## src/rtl/mem_demux4.sv

```systemverilog
`default_nettype none
// ============================================================================
// Module      : mem_demux4
// Description : Registered 1-to-4 data-memory request router. Routes a
//               single outstanding load/store to RAM/ROM/GPIO/timer by
//               address bits and returns the selected slave's response,
//               with decode-error and timeout reporting.
// Revision    : 1.0 - initial release
// ============================================================================
module mem_demux4 #(
    parameter int SEL_LSB = 28,
    parameter int TIMEOUT = 255
) (
    input  logic         clk,
    input  logic         rst_n,
    input  logic         req_valid,
    output logic         req_ready,
    input  logic [31:0]  req_addr,
    input  logic         req_we,
    input  logic [31:0]  req_wdata,
    input  logic [3:0]   req_wstrb,
    output logic         rsp_valid,
    output logic [31:0]  rsp_rdata,
    output logic         rsp_err,
    output logic [3:0]   s_valid,
    input  logic [3:0]   s_ready,
    output logic [31:0]  s_addr,
    output logic         s_we,
    output logic [31:0]  s_wdata,
    output logic [3:0]   s_wstrb,
    input  logic [3:0]   s_rvalid,
    input  logic [127:0] s_rdata
);

    typedef enum logic [1:0] {
        S_IDLE  = 2'd0,
        S_ISSUE = 2'd1,
        S_WAIT  = 2'd2,
        S_RESP  = 2'd3
    } state_t;

    // Counter value seen in the last allowed ISSUE/WAIT cycle.
    localparam logic [7:0] c_tmo_last = 8'(TIMEOUT - 1);

    state_t      r_state;
    logic [1:0]  r_sel;
    logic [7:0]  r_cnt;

    state_t      w_state;
    logic [1:0]  w_sel;
    logic [7:0]  w_cnt;
    logic [3:0]  w_s_valid;
    logic [31:0] w_s_addr;
    logic        w_s_we;
    logic [31:0] w_s_wdata;
    logic [3:0]  w_s_wstrb;
    logic        w_rsp_err;
    logic [31:0] w_rsp_rdata;
    logic        w_sel_ready;
    logic        w_sel_rvalid;
    logic [31:0] w_sel_rdata;
    logic [1:0]  w_req_sel;
    logic        w_dec_err;

    assign w_sel_ready  = s_ready[r_sel];
    assign w_sel_rvalid = s_rvalid[r_sel];
    assign w_sel_rdata  = s_rdata[{r_sel, 5'd0} +: 32];
    assign w_req_sel    = req_addr[SEL_LSB+1:SEL_LSB];
    assign w_dec_err    = (req_addr[31:SEL_LSB+2] != '0);

    // Next-state and next-output decode; only the selected slave is observed.
    always_comb begin
        w_state     = r_state;
        w_sel       = r_sel;
        w_cnt       = r_cnt;
        w_s_valid   = s_valid;
        w_s_addr    = s_addr;
        w_s_we      = s_we;
        w_s_wdata   = s_wdata;
        w_s_wstrb   = s_wstrb;
        w_rsp_err   = rsp_err;
        w_rsp_rdata = rsp_rdata;
        case (r_state)
            S_IDLE: begin
                if (req_valid) begin
                    w_s_addr  = req_addr;
                    w_s_we    = req_we;
                    w_s_wdata = req_wdata;
                    w_s_wstrb = req_wstrb;
                    w_sel     = w_req_sel;
                    if (w_dec_err) begin
                        w_state     = S_RESP;
                        w_rsp_err   = 1'b1;
                        w_rsp_rdata = 32'd0;
                    end else begin
                        w_state   = S_ISSUE;
                        w_cnt     = 8'd0;
                        w_s_valid = 4'b0001 << w_req_sel;
                    end
                end
            end
            S_ISSUE, S_WAIT: begin
                w_cnt = r_cnt + 8'd1;
                if (w_sel_rvalid && (r_state == S_WAIT || w_sel_ready)) begin
                    // Response captured; stores return zero data.
                    w_state     = S_RESP;
                    w_s_valid   = 4'b0000;
                    w_rsp_err   = 1'b0;
                    w_rsp_rdata = s_we ? 32'd0 : w_sel_rdata;
                end else if (r_cnt == c_tmo_last) begin
                    w_state     = S_RESP;
                    w_s_valid   = 4'b0000;
                    w_rsp_err   = 1'b1;
                    w_rsp_rdata = 32'd0;
                end else if (r_state == S_ISSUE && w_sel_ready) begin
                    w_state   = S_WAIT;
                    w_s_valid = 4'b0000;
                end
            end
            S_RESP: begin
                w_state = S_IDLE;
            end
            default: begin
                w_state = S_IDLE;
            end
        endcase
    end

    // State and output registers; reset aborts any transaction in flight.
    always_ff @(posedge clk or negedge rst_n) begin
        if (!rst_n) begin
            r_state   <= S_IDLE;
            r_sel     <= 2'd0;
            r_cnt     <= 8'd0;
            req_ready <= 1'b1;
            rsp_valid <= 1'b0;
            rsp_err   <= 1'b0;
            rsp_rdata <= 32'd0;
            s_valid   <= 4'b0000;
            s_addr    <= 32'd0;
            s_we      <= 1'b0;
            s_wdata   <= 32'd0;
            s_wstrb   <= 4'd0;
        end else begin
            r_state   <= w_state;
            r_sel     <= w_sel;
            r_cnt     <= w_cnt;
            req_ready <= (w_state == S_IDLE);
            rsp_valid <= (w_state == S_RESP);
            rsp_err   <= w_rsp_err;
            rsp_rdata <= w_rsp_rdata;
            s_valid   <= w_s_valid;
            s_addr    <= w_s_addr;
            s_we      <= w_s_we;
            s_wdata   <= w_s_wdata;
            s_wstrb   <= w_s_wstrb;
        end
    end

endmodule
`default_nettype wire

```

## config.mk

```make
export PLATFORM = sky130hd
export DESIGN_NAME = mem_demux4
export DESIGN_NICKNAME = d
export VERILOG_FILES = /design/src/rtl/mem_demux4.sv
export SDC_FILE = /design/constraint.sdc
export NUM_CORES = 1
export LEC_CHECK = 0
export ABC_AREA = 1
export CAP_MARGIN = 25
export CORE_MARGIN = 4
export CORE_UTILIZATION = 37
export CTS_BUF_LIST = sky130_fd_sc_hd__clkbuf_2 sky130_fd_sc_hd__clkbuf_4 sky130_fd_sc_hd__clkbuf_8
export DETAILED_ROUTE_END_ITERATION = 8
export GPL_TIMING_DRIVEN = 0
export PLACE_DENSITY = 0.78
export SLEW_MARGIN = 30
export SYNTH_ARGS = -nofsm -noshare
export SYNTH_HDL_FRONTEND = slang
export SYNTH_SLANG_ARGS = --single-unit
```

## constraint.sdc

```tcl
create_clock -name clk -period 1.5 [get_ports clk]
set_input_delay 0.15 -clock clk [delete_from_list [all_inputs] [get_ports clk]]
set_output_delay 0.15 -clock clk [all_outputs]
set_load 0.02 [all_outputs]
```

After elaboration in Yosys (flattened, before gate mapping)
Cells that the tools add are included.
{ "op_classes": {"n_reduce_logical": 12, "n_addsub": 1, "eq_ne": 10, "n_mux": 30, "order_cmp": 1, "n_shift": 2} }
{ "ops": {"columns": ["cell", "n"], "rows": [
  ["$mux W32", 5],
  ["$shiftx A128 B8 Y32", 1],
  ["$pmux W32 S2", 1],
  ["$mux W4", 5],
  ["$mux W8", 2],
  ["$pmux W8 S2", 1],
  ["$mux W2", 5],
  ["$add A8 B1 Y8 const B", 1],
  ["$eq A8 B8 Y1 const B", 1],
  ["$pmux W4 S2", 1],
  ["$reduce_and A4 Y1", 2],
  ["$eq A2 B2 Y1 const B", 3],
  ["$mux W1", 6],
  ["$ne A2 B2 Y1 const B", 3],
  ["$pmux W2 S3", 1],
  ["$bmux W1 S2", 2],
  ["$logic_not A2 Y1", 2],
  ["$ne A4 B4 Y1 const B", 1],
  ["$reduce_bool A2 Y1", 2],
  ["$shl A1 B2 Y4 const A", 1],
  ["$lt A2 B3 Y1 const B", 1],
  ["$ne A3 B3 Y1 const B", 1],
  ["$reduce_and A3 Y1", 1],
  ["$eq A2 B1 Y1 const B", 1],
  ["other kinds (5)", 6]
]} }
{ "totals": {"register_bits": 120, "in_bits": 208, "elab_cells": 68, "out_inout_bits": 108} }

Logic depth before layout (Yosys ltp)
Gate-level depths: netlist of the first run.
{ "logic_depth": {"word_depth": 8, "depth_mapped": 11, "depth_no_buf": 11} }

Least setup slack after synthesis of the first run
No wires, ideal clock.
{ "synth_path": {"path_kind": "reg2reg", "start": "register r_state[0]", "end": "register rsp_rdata[0]", "slack_ps": -147, "required_time_ps": 1434, "setup_ps": 66, "n_path_buf": 1, "period_less_slack_ps": 1647, "arrival_time_ps": 1581, "path_stages_with_launch": 12, "cell_sequence": "dfrtp_1 > inv_1 > ha_1 > nand2_2 > inv_2 > o21ai_2 > nand2_2 > nand2_1 > nor2_8 > buf_4 > nand3_1 > nand2_1"} }
{ "synth_via": {"elab_chain_cells": 5, "word_cells_on_any_way": 13} }
{ "synth_lines": {"columns": ["item", "line", "text"], "rows": [
  ["start, declared", "45", "state_t r_state;"],
  ["start signal, assigned", "145", "r_state <= w_state;"],
  ["$eq A2 B2 Y1", "83, 104", null],
  ["$logic_or A1 B1 Y1", "104", "if (w_sel_rvalid && (r_state == S_WAIT || w_sel_ready)) begin"],
  ["$logic_and A1 B1 Y1", "104", null],
  ["$ne A3 B3 Y1 (no source line) / $mux W32 (equally long branches)", null, null],
  ["$reduce_and A4 Y1 (no source line) / $pmux W32 S2 (equally long branches)", null, null],
  ["end signal, assigned", "151", "rsp_rdata <= w_rsp_rdata;"],
  ["end, declared", "23", "output logic [31:0] rsp_rdata,"]
]} }
Several ways; a longest one is shown, not always the timed one.
A chain may end at the register's enable or synchronous reset.

Worst setup path in the final report of the first run
{ "layout_path": {"start": "register r_state[0]", "end": "register rsp_rdata[23]"} }
The elaborated chain is that of the path after synthesis.

==> run_results.csv, run 1 <==
group,metric,value,unit
timing,slew_headroom,54.4,%
logic_synthesis,netlist_instances,751,
floorplanning,die_h,134,um
cts,h-tree-depth,4,
routing,first_pass_iters,5,
worst_setup_path,critPathRequiredTime,1880,ps
worst_setup_path,end_kind,"flip-flop",
worst_setup_path,path_class,"reg -> reg",
worst_setup_path,worstPathArrival,2080,ps
timing,final-hold-violation-count,0,
logic_synthesis,ys_types,30,
logic_synthesis,synth_top_family_by_area,"simple AND/OR/NAND/NOR gates",
worst_setup_path,crit_path_start_kind,"flip-flop",
logic_synthesis,synth-simple-area-share,32.1,%
power_and_ir_drop,p_total,21.2,mW
worst_setup_path,crit_family,"simple AND/OR/NAND/NOR gates",
routing,wl_per_cell,17.6,um
place,place.detailed.hpwl,17500,um
logic_synthesis,syn-cell-area,5850,sq um
floorplanning,core,15300,sq um
final_layout,register_area,2960,sq um
floorplanning,start_util,38.2,%
grt,gr-total-overflow,0,
logic_synthesis,synth_edf_count,0,
cts,clk_path_buf_depth,2,
floorplanning,design.die.area,17900,sq um
final_layout,mostFrequentLayoutCell,"nand2_1",
place,portBuffers,315,
run,cap_violations,0,
routing,drt_iter0_markers,441,
timing,worst_slack,-204,ps
power_and_ir_drop,leakage,5.36,nW
logic_synthesis,seq_area_frac_synth,50.5,%
timing,rsz0062_at_grt,"true",
worst_setup_path,rr_worst_depth,9,
logic_synthesis,synthAdderAreaFrac,1.07,%
cts,clk_latency,450,ps
cts,cts_sinks,118,
timing,fin_skew,14.1,ps
logic_synthesis,syn_avg_cell_area,7.78,sq um
power_and_ir_drop,power_density,1990,nW/um^2
routing,num_vias,6658,
logic_synthesis,synth_compound_area_share,10.6,%
final_layout,most-common-layout-cells,"nand2_1, clkdlybuf4s50_1, dfrtp_1, dlygate4sd2_1, nor2_1",
power_and_ir_drop,ir_worst_vdd,0.00126,V
grt,grt_pass1_vias,6699,
logic_synthesis,synth_area_leaders,"dfrtp_1, nand2_1, o21ai_0",
timing,setup_viol,42,
timing,drv_slew,0,
timing,tns,-6130,ps
logic_synthesis,synth_top_area_share,50.1,%
timing,period_needed,1700,ps
place,dp_cells,1278,
timing,holdWs,189,ps
logic_synthesis,ys_warn_count,0,
final_layout,drive_above_1_share,20.6,%
routing,drcViolationCount,0,
worst_setup_path,timing.critical_path.cells,"inv_2 -> ha_4 -> nand2_2 -> nand2_4 -> nand2_4 -> nor2_8 -> buf_6 -> nand3_2 -> nand2_2",
final_layout,n_fill_cell,1319,
run_status,violations,"setup timing",
logic_synthesis,synth_seq_cells,118,
worst_hold_path,hp-class,"in -> async",
cts,clk_pin_slew,70,ps
logic_synthesis,synth_ff_type,"dfrtp_1",
final_layout,fin_nets,1339,
worst_setup_path,cp_max_fo,8,
final_layout,multiInputGateArea,3010,sq um
grt,grt_antenna_before_repair,1,
final_layout,fin_cells,1351,
worst_setup_path,timing.rr.start,"r_state[0]",
grt,grtUsageTotal,25.8,%
logic_synthesis,syn_nets,964,
floorplanning,rows,45,
logic_synthesis,synth_top_area_cell,"dfrtp_1",
run_status,outcome,"finished, violations left",
worst_setup_path,reg2reg_slack,-200,ps
place,place_congestion,0.953,
cts,clockRootBuffer,"clkbuf_8",
timing,finalCritPeriodShare,114,%
routing,drt_wl_total,23800,um
worst_setup_path,r2r-end,"rsp_rdata[23]",
cts,cts_buffers,17,
logic_synthesis,synth_mux_area_share,0,%
worst_setup_path,cp_slowest_cell,"dfrtp_1",
routing,avgViaCountPerCell,4.93,
final_layout,syn_to_final_growth,82.3,%
logic_synthesis,synthArstFlopShare,100,%
timing,tightest_slew,684,ps
routing,postRouteAntennaNets,0,
cts,cts_tree,"yes",
worst_setup_path,path_buf_inv,2,
grt,grt_pass1_wl,35800,um
logic_synthesis,synth_xor_area_share,0.300,%
grt,grt_max_degree,77,
worst_setup_path,slowest_delay,390,ps
floorplanning,die_w,134,um
final_layout,fin_util,69.6,%
timing,fmax,587,MHz
floorplanning,io_pins,316,
==> logic make-up after synthesis <==
kind of cell,Yosys count
and+or+nand+nor,448
xor gates and xnor gates,2
AOI/OAI and AO/OA,112
buffers and inverters,66
adders and majority gates,5
DFF,118
==> sequential cells by signal, indices dropped and copies added (netlist names) <==
register / flops
r_cnt: 8
r_state: 2
rsp_rdata: 32
s_we: 1
rsp_err: 1
s_wstrb: 4
s_valid: 4
rsp_valid: 1
s_wdata: 32
s_addr: 32
req_ready: 1
==> per-layer routing <==
metal  routed length (um)  part of all wire (%)  vias up  track usage, %
li1                     -                     -     3178               -
met1                 8980                    38     3127            29.8
met2                11900                    50      313            44.6
met3                 2200                   9.2       40            8.50
met4                  652                   2.7        0            9.66
met5                    0                     0        -               0
==> through the flow <==
stage	instance area, sq um	setup slack [ps]
final	10700	-204
after global routing	10700	-268
after CTS	10300	-154
after detailed placement	9340	-388
after global placement	9310	-4920
after floorplan	5890	-14.0
==> power breakdown <==
part           internal (mW)  switching, mW
registers               4.35          0.673
clock network           2.09           1.43
logic                   5.33           7.29
total                   11.8           9.40
==> worst max path at each step <==
stage | to | slack [ps] | start | cells after the start
floorplan | rsp_rdata[10] | -10 | s_addr[29] | 10
global placement | s_addr[28] | -4920 | rst_n | 1
detailed placement | rsp_rdata[27] | -390 | s_addr[28] | 7
CTS | rsp_rdata[11] | -150 | s_addr[28] | 10
global route | rsp_rdata[11] | -270 | s_addr[28] | 10
finish | rsp_rdata[23] | -200 | r_state[0] | 9
==> cell usage after synthesis (4+ instances only) <==
cell,count
ha_1,5
clkbuf_1,30
dfrtp_1,117
a21oi_1,4
nor2_1,79
inv_1,17
buf_2,5
o21ai_0,70
nand2_2,23
buf_1,4
nor3_1,6
nand3_1,43
nand2_1,287
o22ai_1,32
==> final cells by class <==
class,count,share of cell area (%)
Sequential cell,118,27.7
Multi-Input combinational cell,567,28.3
Tap cell,211,2.48
Inverter,20,0.869
Clock buffer,19,2.45
Buffer,44,3.57
Antenna cell,1,0.0235
Timing Repair Buffer,358,32.5
Clock inverter,13,2.07
==> timing repair <==
item | in CTS | in global routing
endpoints found under the setup margin | 210 | 106
pin swaps | 33 | 27
gates resized for setup | 208 | 108
gates cloned | 5 | 0
hold endpoints to repair | 117 | 0
setup buffers | 27 | 10
hold buffers | 1 | 0
(Power assumes the default switching activity.)
==> inputs of run 2 (changes only) <==
--- a/config.mk
+++ b/config.mk
@@ -8,11 +8,12 @@
 export ABC_AREA = 1
 export CAP_MARGIN = 25
 export CORE_MARGIN = 4
-export CORE_UTILIZATION = 37
+export CORE_UTILIZATION = 41
 export CTS_BUF_LIST = sky130_fd_sc_hd__clkbuf_2 sky130_fd_sc_hd__clkbuf_4 sky130_fd_sc_hd__clkbuf_8
 export DETAILED_ROUTE_END_ITERATION = 8
 export GPL_TIMING_DRIVEN = 0
-export PLACE_DENSITY = 0.78
+export PLACE_DENSITY = 0.82
+export SKIP_CTS_REPAIR_TIMING = 1
 export SLEW_MARGIN = 30
 export SYNTH_ARGS = -nofsm -noshare
 export SYNTH_HDL_FRONTEND = slang
==> constraint.sdc (replaced) <==
create_clock -name clk -period 1.94 [get_ports clk]
set_input_delay 0.194 -clock clk [delete_from_list [all_inputs] [get_ports clk]]
set_output_delay 0.194 -clock clk [all_outputs]
set_load 0.02 [all_outputs]
==> run 2 against run 1 <==
The run now ends clean. Register-to-register slack improved by 330 ps. Via count down 3.9%. Critical path depth down 3. Non-clock buffer count shrank 39. Core utilization up 0.13 points. Hold slack improved by 110 ps. Largest power group unchanged.
==> run_results.csv, run 2 (same netlist as run 1, synthesis figures left out) <==
group,metric,value,unit
run_status,outcome,"completed",
floorplanning,core,13900,sq um
timing,setup_viol,0,
worst_setup_path,worstPathArrival,2170,ps
grt,grt_max_degree,74,
routing,postRouteAntennaNets,0,
timing,finalCritPeriodShare,93.3,%
final_layout,diodes,0,
worst_setup_path,path_buf_inv,2,
final_layout,drive_above_1_share,8.55,%
place,place.detailed.hpwl,16700,um
floorplanning,design.die.area,16200,sq um
grt,grt_antenna_before_repair,0,
worst_setup_path,cp_slowest_cell,"dfrtp_1",
power_and_ir_drop,ir_worst_vdd,0.000871,V
place,place_congestion,0.913,
cts,clk_path_buf_depth,2,
timing,tightest_slew,616,ps
routing,drt_wl_total,21700,um
final_layout,syn_to_final_growth,66.2,%
timing,slew_headroom,58.9,%
timing,tns,0,ps
floorplanning,start_util,42.0,%
floorplanning,die_h,127,um
cts,cts_tree,"yes",
timing,final-hold-violation-count,0,
cts,clockRootBuffer,"clkbuf_8",
routing,drcViolationCount,0,
worst_setup_path,reg2reg_slack,130,ps
final_layout,fin_util,69.7,%
routing,wl_per_cell,17.0,um
grt,grt-busiest-layer,"met2",
worst_setup_path,startpoint,"s_addr[28]",
power_and_ir_drop,p_comb_share,56.9,%
final_layout,most-common-layout-cells,"clkdlybuf4s50_1, nand2_1, dfrtp_1, nor2_1, o21ai_0",
grt,grt_util_met3,7.73,%
worst_setup_path,slowest_delay,490,ps
floorplanning,die_w,127,um
place,portBuffers,315,
grt,use_met1,31.2,%
power_and_ir_drop,p_total,14.2,mW
routing,num_vias,6399,
cts,cts_sinks,118,
worst_setup_path,path_class,"reg -> reg",
power_and_ir_drop,power_density,1470,nW/um^2
routing,avgViaCountPerCell,5.00,
timing,period_needed,1810,ps
final_layout,reg_top3,"rsp_rdata x32, s_addr x32, s_wdata x32",
worst_setup_path,end_kind,"flip-flop",
power_and_ir_drop,p_int,8.00,mW
power_and_ir_drop,p_sw_share,43.8,%
final_layout,mostFrequentLayoutCell,"clkdlybuf4s50_1",
worst_setup_path,rr_worst_depth,6,
cts,h-tree-depth,4,
worst_hold_path,hold_path_depth,3,
timing,drv_slew,0,
power_and_ir_drop,seq_power_share,27.2,%
power_and_ir_drop,clock_power_share,15.9,%
worst_setup_path,timing.rr.start,"s_addr[28]",
worst_setup_path,critPathRequiredTime,2300,ps
worst_setup_path,crit_family,"buffers and inverters",
worst_setup_path,cp_max_fo,10,
routing,first_pass_iters,7,
floorplanning,io_pins,316,
final_layout,fin_cells,1280,
worst_hold_path,holdPathEnd,"s_wdata[2]",
worst_setup_path,r2r-end,"rsp_rdata[7]",
cts,clk_pin_slew,70,ps
worst_setup_path,crit_path_start_kind,"flip-flop",
grt,grtUsageTotal,26.4,%
worst_hold_path,hp-class,"in -> reg",
cts,cts_buffers,17,
run,cap_violations,0,
grt,gr-total-overflow,0,
grt,use_met2,45.4,%
grt,grt_pass1_wl,33800,um
timing,fmax,553,MHz
timing,rsz0062_at_grt,"false",
grt,grt_pass1_vias,6418,
final_layout,finalInstanceArea,9720,sq um
routing,drt_iter0_markers,389,
worst_setup_path,timing.critical_path.cells,"buf_6 -> clkbuf_1 -> nor2_1 -> o22ai_1 -> nand3_1 -> nand2_1",
timing,fin_skew,9.57,ps
power_and_ir_drop,leakage,4.59,nW
worst_hold_path,worstHoldStart,"req_wdata[2]",
power_and_ir_drop,netSwitchingPower,6.24,mW
cts,clk_latency,430,ps
final_layout,fin_nets,1300,
floorplanning,rows,43,
place,post_dp_cell_area,9260,sq um
place,dp_cells,1247,
run 2: changes by cell type in the layout (fill, tap and decap cells not counted), sizes merged, moves of 2 or more:
cell and delta:
bufinv -3, dlygate4sd2 -106, buf -48, clkdlybuf4s50 +108, inv -2, clkbuf +12, clkinv +2
run 2: metal layers:
layer	up-vias	routed length (um)
li1	3096	-
met1	2966	8310
met2	281	10700
met3	56	1870
met4	0	858
met5	-	0
run 2: power by group through the flow:
stage	logic (mW)	registers, mW	clock network [mW]
floorplan	3.64	4.84	0
global placement	7.88	3.86	0
detailed placement	8.00	3.88	0
CTS	8.04	3.86	2.32
global route	8.84	3.98	2.44
finish	8.10	3.87	2.26
run 2: worst max-delay path by stage:
stage	endpoint	slack (ps)	cells past startpoint
6_report	rsp_rdata[7]	130	6
5_1_grt	rsp_rdata[30]	8	7
4_1_cts	rsp_rdata[10]	-170	11
3_5_place_dp	rsp_rdata[10]	-160	10
3_3_place_gp	r_cnt[2]	-3970	1
2_1_floorplan	rsp_rdata[0]	290	11
run 2: metrics by stage:
stage | setup WS, ps | hold WS [ps]
2_1_floorplan | 293 | -102
3_3_place_gp | -3970 | 455
3_5_place_dp | -155 | 204
4_1_cts | -172 | -267
5_1_grt | 8.16 | 286
6_report | 130 | 297
run 2: cell type report:
| type | instances | area (sq um) |
|---|---|---|
| Fill cell | 1108 | 4220 |
| Inverter | 20 | 80.1 |
| Sequential cell | 118 | 2950 |
| Buffer | 46 | 258 |
| Clock buffer | 23 | 310 |
| Timing Repair Buffer | 317 | 3200 |
| Clock inverter | 9 | 97.6 |
| Tap cell | 180 | 225 |
| Multi-Input combinational cell | 567 | 2590 |
run 2: worst register-to-register path: stages, from the launching register on:
cell	delay (ps)
dfrtp_1	490
buf_6	200
clkbuf_1	490
nor2_1	130
o22ai_1	230
nand3_1	110
nand2_1	90
==> inputs of run 3 (changes only) <==
--- a/config.mk
+++ b/config.mk
@@ -9,10 +9,11 @@
 export CAP_MARGIN = 25
 export CORE_MARGIN = 4
 export CORE_UTILIZATION = 41
-export CTS_BUF_LIST = sky130_fd_sc_hd__clkbuf_2 sky130_fd_sc_hd__clkbuf_4 sky130_fd_sc_hd__clkbuf_8
+export CTS_BUF_LIST = sky130_fd_sc_hd__clkbuf_4
 export DETAILED_ROUTE_END_ITERATION = 8
 export GPL_TIMING_DRIVEN = 0
 export PLACE_DENSITY = 0.82
+export RECOVER_POWER = 50
 export SKIP_CTS_REPAIR_TIMING = 1
 export SLEW_MARGIN = 30
 export SYNTH_ARGS = -nofsm -noshare
==> run 3 against run 2 <==
Sequential share of layout area rose by 0.53 points. Largest power group unchanged. Flip-flop and latch count stayed put. Hold slack worse by 93 ps. Clock skew is 4.3 ps higher. Combinational power hardly changed.
==> run_results.csv, run 3 (same netlist as run 1, synthesis figures left out) <==
group,metric,value,unit
timing,finalCritPeriodShare,93.9,%
timing,slew_headroom,31.7,%
worst_hold_path,holdPathEnd,"s_addr[10]",
routing,avgViaCountPerCell,4.96,
grt,gr-total-overflow,0,
worst_setup_path,path_buf_inv,1,
cts,cts_buffers,17,
final_layout,syn_to_final_growth,63.4,%
timing,period_needed,1820,ps
worst_hold_path,hp-class,"in -> reg",
worst_hold_path,hold_path_depth,3,
worst_hold_path,worstHoldStart,"req_addr[10]",
worst_setup_path,path_class,"reg -> out",
floorplanning,core,13900,sq um
cts,cts_tree,"yes",
worst_setup_path,cp_num_cells,1,
power_and_ir_drop,power_density,1420,nW/um^2
power_and_ir_drop,p_total,13.6,mW
worst_setup_path,slowest_delay,660,ps
worst_setup_path,critPathRequiredTime,1750,ps
floorplanning,rows,43,
grt,grtUsageTotal,26.4,%
worst_setup_path,reg2reg_slack,150,ps
timing,tightest_slew,1020,ps
power_and_ir_drop,ir_worst_vdd,0.000904,V
floorplanning,start_util,42.0,%
final_layout,diodes,0,
routing,drt_iter0_markers,383,
final_layout,mostFrequentLayoutCell,"clkdlybuf4s50_1",
worst_setup_path,end_kind,"primary output",
timing,holdWs,204,ps
worst_setup_path,r2r-end,"rsp_rdata[8]",
power_and_ir_drop,leakage,4.51,nW
worst_setup_path,crit_path_start_kind,"flip-flop",
grt,grt_pass1_vias,6418,
place,post-place-ws,-155,ps
run,cap_violations,0,
routing,drcViolationCount,0,
worst_setup_path,rr_worst_depth,7,
worst_setup_path,worstPathArrival,1630,ps
worst_setup_path,timing.rr.start,"s_addr[29]",
timing,fmax,549,MHz
floorplanning,die_w,127,um
floorplanning,io_pins,316,
floorplanning,die_h,127,um
cts,clk_pin_slew,100,ps
place,portBuffers,315,
cts,cts_sinks,118,
grt,grt_pass1_wl,33600,um
timing,worst_slack,118,ps
place,post_dp_cell_area,9260,sq um
timing,drv_slew,0,
final_layout,finalInstanceArea,9550,sq um
routing,postRouteAntennaNets,0,
routing,wl_per_cell,16.8,um
final_layout,most-common-layout-cells,"clkdlybuf4s50_1, nand2_1, dfrtp_1, nor2_1, o21ai_0",
grt,grt_max_degree,74,
worst_setup_path,crit_family,"buffers and inverters",
run_status,outcome,"completed",
grt,grt_antenna_before_repair,0,
routing,drt_wl_total,21600,um
timing,fin_skew,13.9,ps
final_layout,drive_above_1_share,8.08,%
cts,clk_latency,510,ps
timing,tns,0,ps
routing,first_pass_iters,7,
timing,rsz0062_at_grt,"false",
place,place.detailed.hpwl,16700,um
worst_setup_path,cp_slowest_cell,"clkdlybuf4s50_1",
timing,final-hold-violation-count,0,
floorplanning,design.die.area,16200,sq um
worst_setup_path,timing.critical_path.cells,"clkdlybuf4s50_1",
cts,clk_path_buf_depth,2,
cts,h-tree-depth,4,
timing,setup_viol,0,
worst_setup_path,cp_max_fo,8,
final_layout,fin_nets,1301,
place,place_congestion,0.913,
cts,clockRootBuffer,"clkbuf_4",
routing,num_vias,6354,
final_layout,reg_top3,"rsp_rdata x32, s_addr x32, s_wdata x32",
-- run 3: cell count changes in the layout (fill, tap and decap cells not counted), sizes merged --
cell | before | now
clkdlybuf4s50 | 314 | 313
buf | 17 | 19
clkinv | 6 | 11
clkbuf | 54 | 49
-- run 3: stage by stage --
stage / cells / util [%]
after detailed placement: 1247 / 66.4
after floorplan: 751 / -
after CTS: 1279 / 68.2
after global routing: 1281 / 68.5
final: 1281 / 68.5
after global placement: 1246 / 66.2
-- run 3: area by class of cell --
cell class | count | area [sq um]
plain buffers | 46 | 255
inverters | 20 | 80.1
multi-input cells | 567 | 2590
clock inverters | 14 | 116
fillers | 1139 | 4380
clock buffers | 18 | 135
repair buffers | 318 | 3190
well taps | 180 | 225
flip-flops and latches | 118 | 2960
-- run 3: where the power goes --
group          leakage (nW)  internal [mW]  total (mW)  switching [mW]
combinational          2.85           3.32        8.09            4.78
sequential             1.51           3.36        3.86           0.505
clock                 0.143          0.742        1.63           0.889
total                  4.51           7.41        13.6            6.17
-- run 3: how the worst max path moves through the flow --
stage | end | startpoint | slack [ps]
floorplan | rsp_rdata[0] | r_state[0] | 290
global placement | r_cnt[2] | rst_n | -3970
detailed placement | rsp_rdata[10] | req_valid | -160
CTS | rsp_rdata[10] | r_state[0] | -190
global route | rsp_rdata[30] | s_addr[29] | 2
finish | s_addr[28] | s_addr[28] | 120
-- run 3: layer usage --
metal | global-route usage, % | vias to the layer above | wire [um] | share of wire [%]
li1 | - | 3097 | - | -
met1 | 30.9 | 2948 | 8370 | 39
met2 | 45.2 | 266 | 10700 | 50
met3 | 8.65 | 43 | 1780 | 8.3
met4 | 9.65 | 0 | 707 | 3.3
met5 | 0 | - | 0 | 0
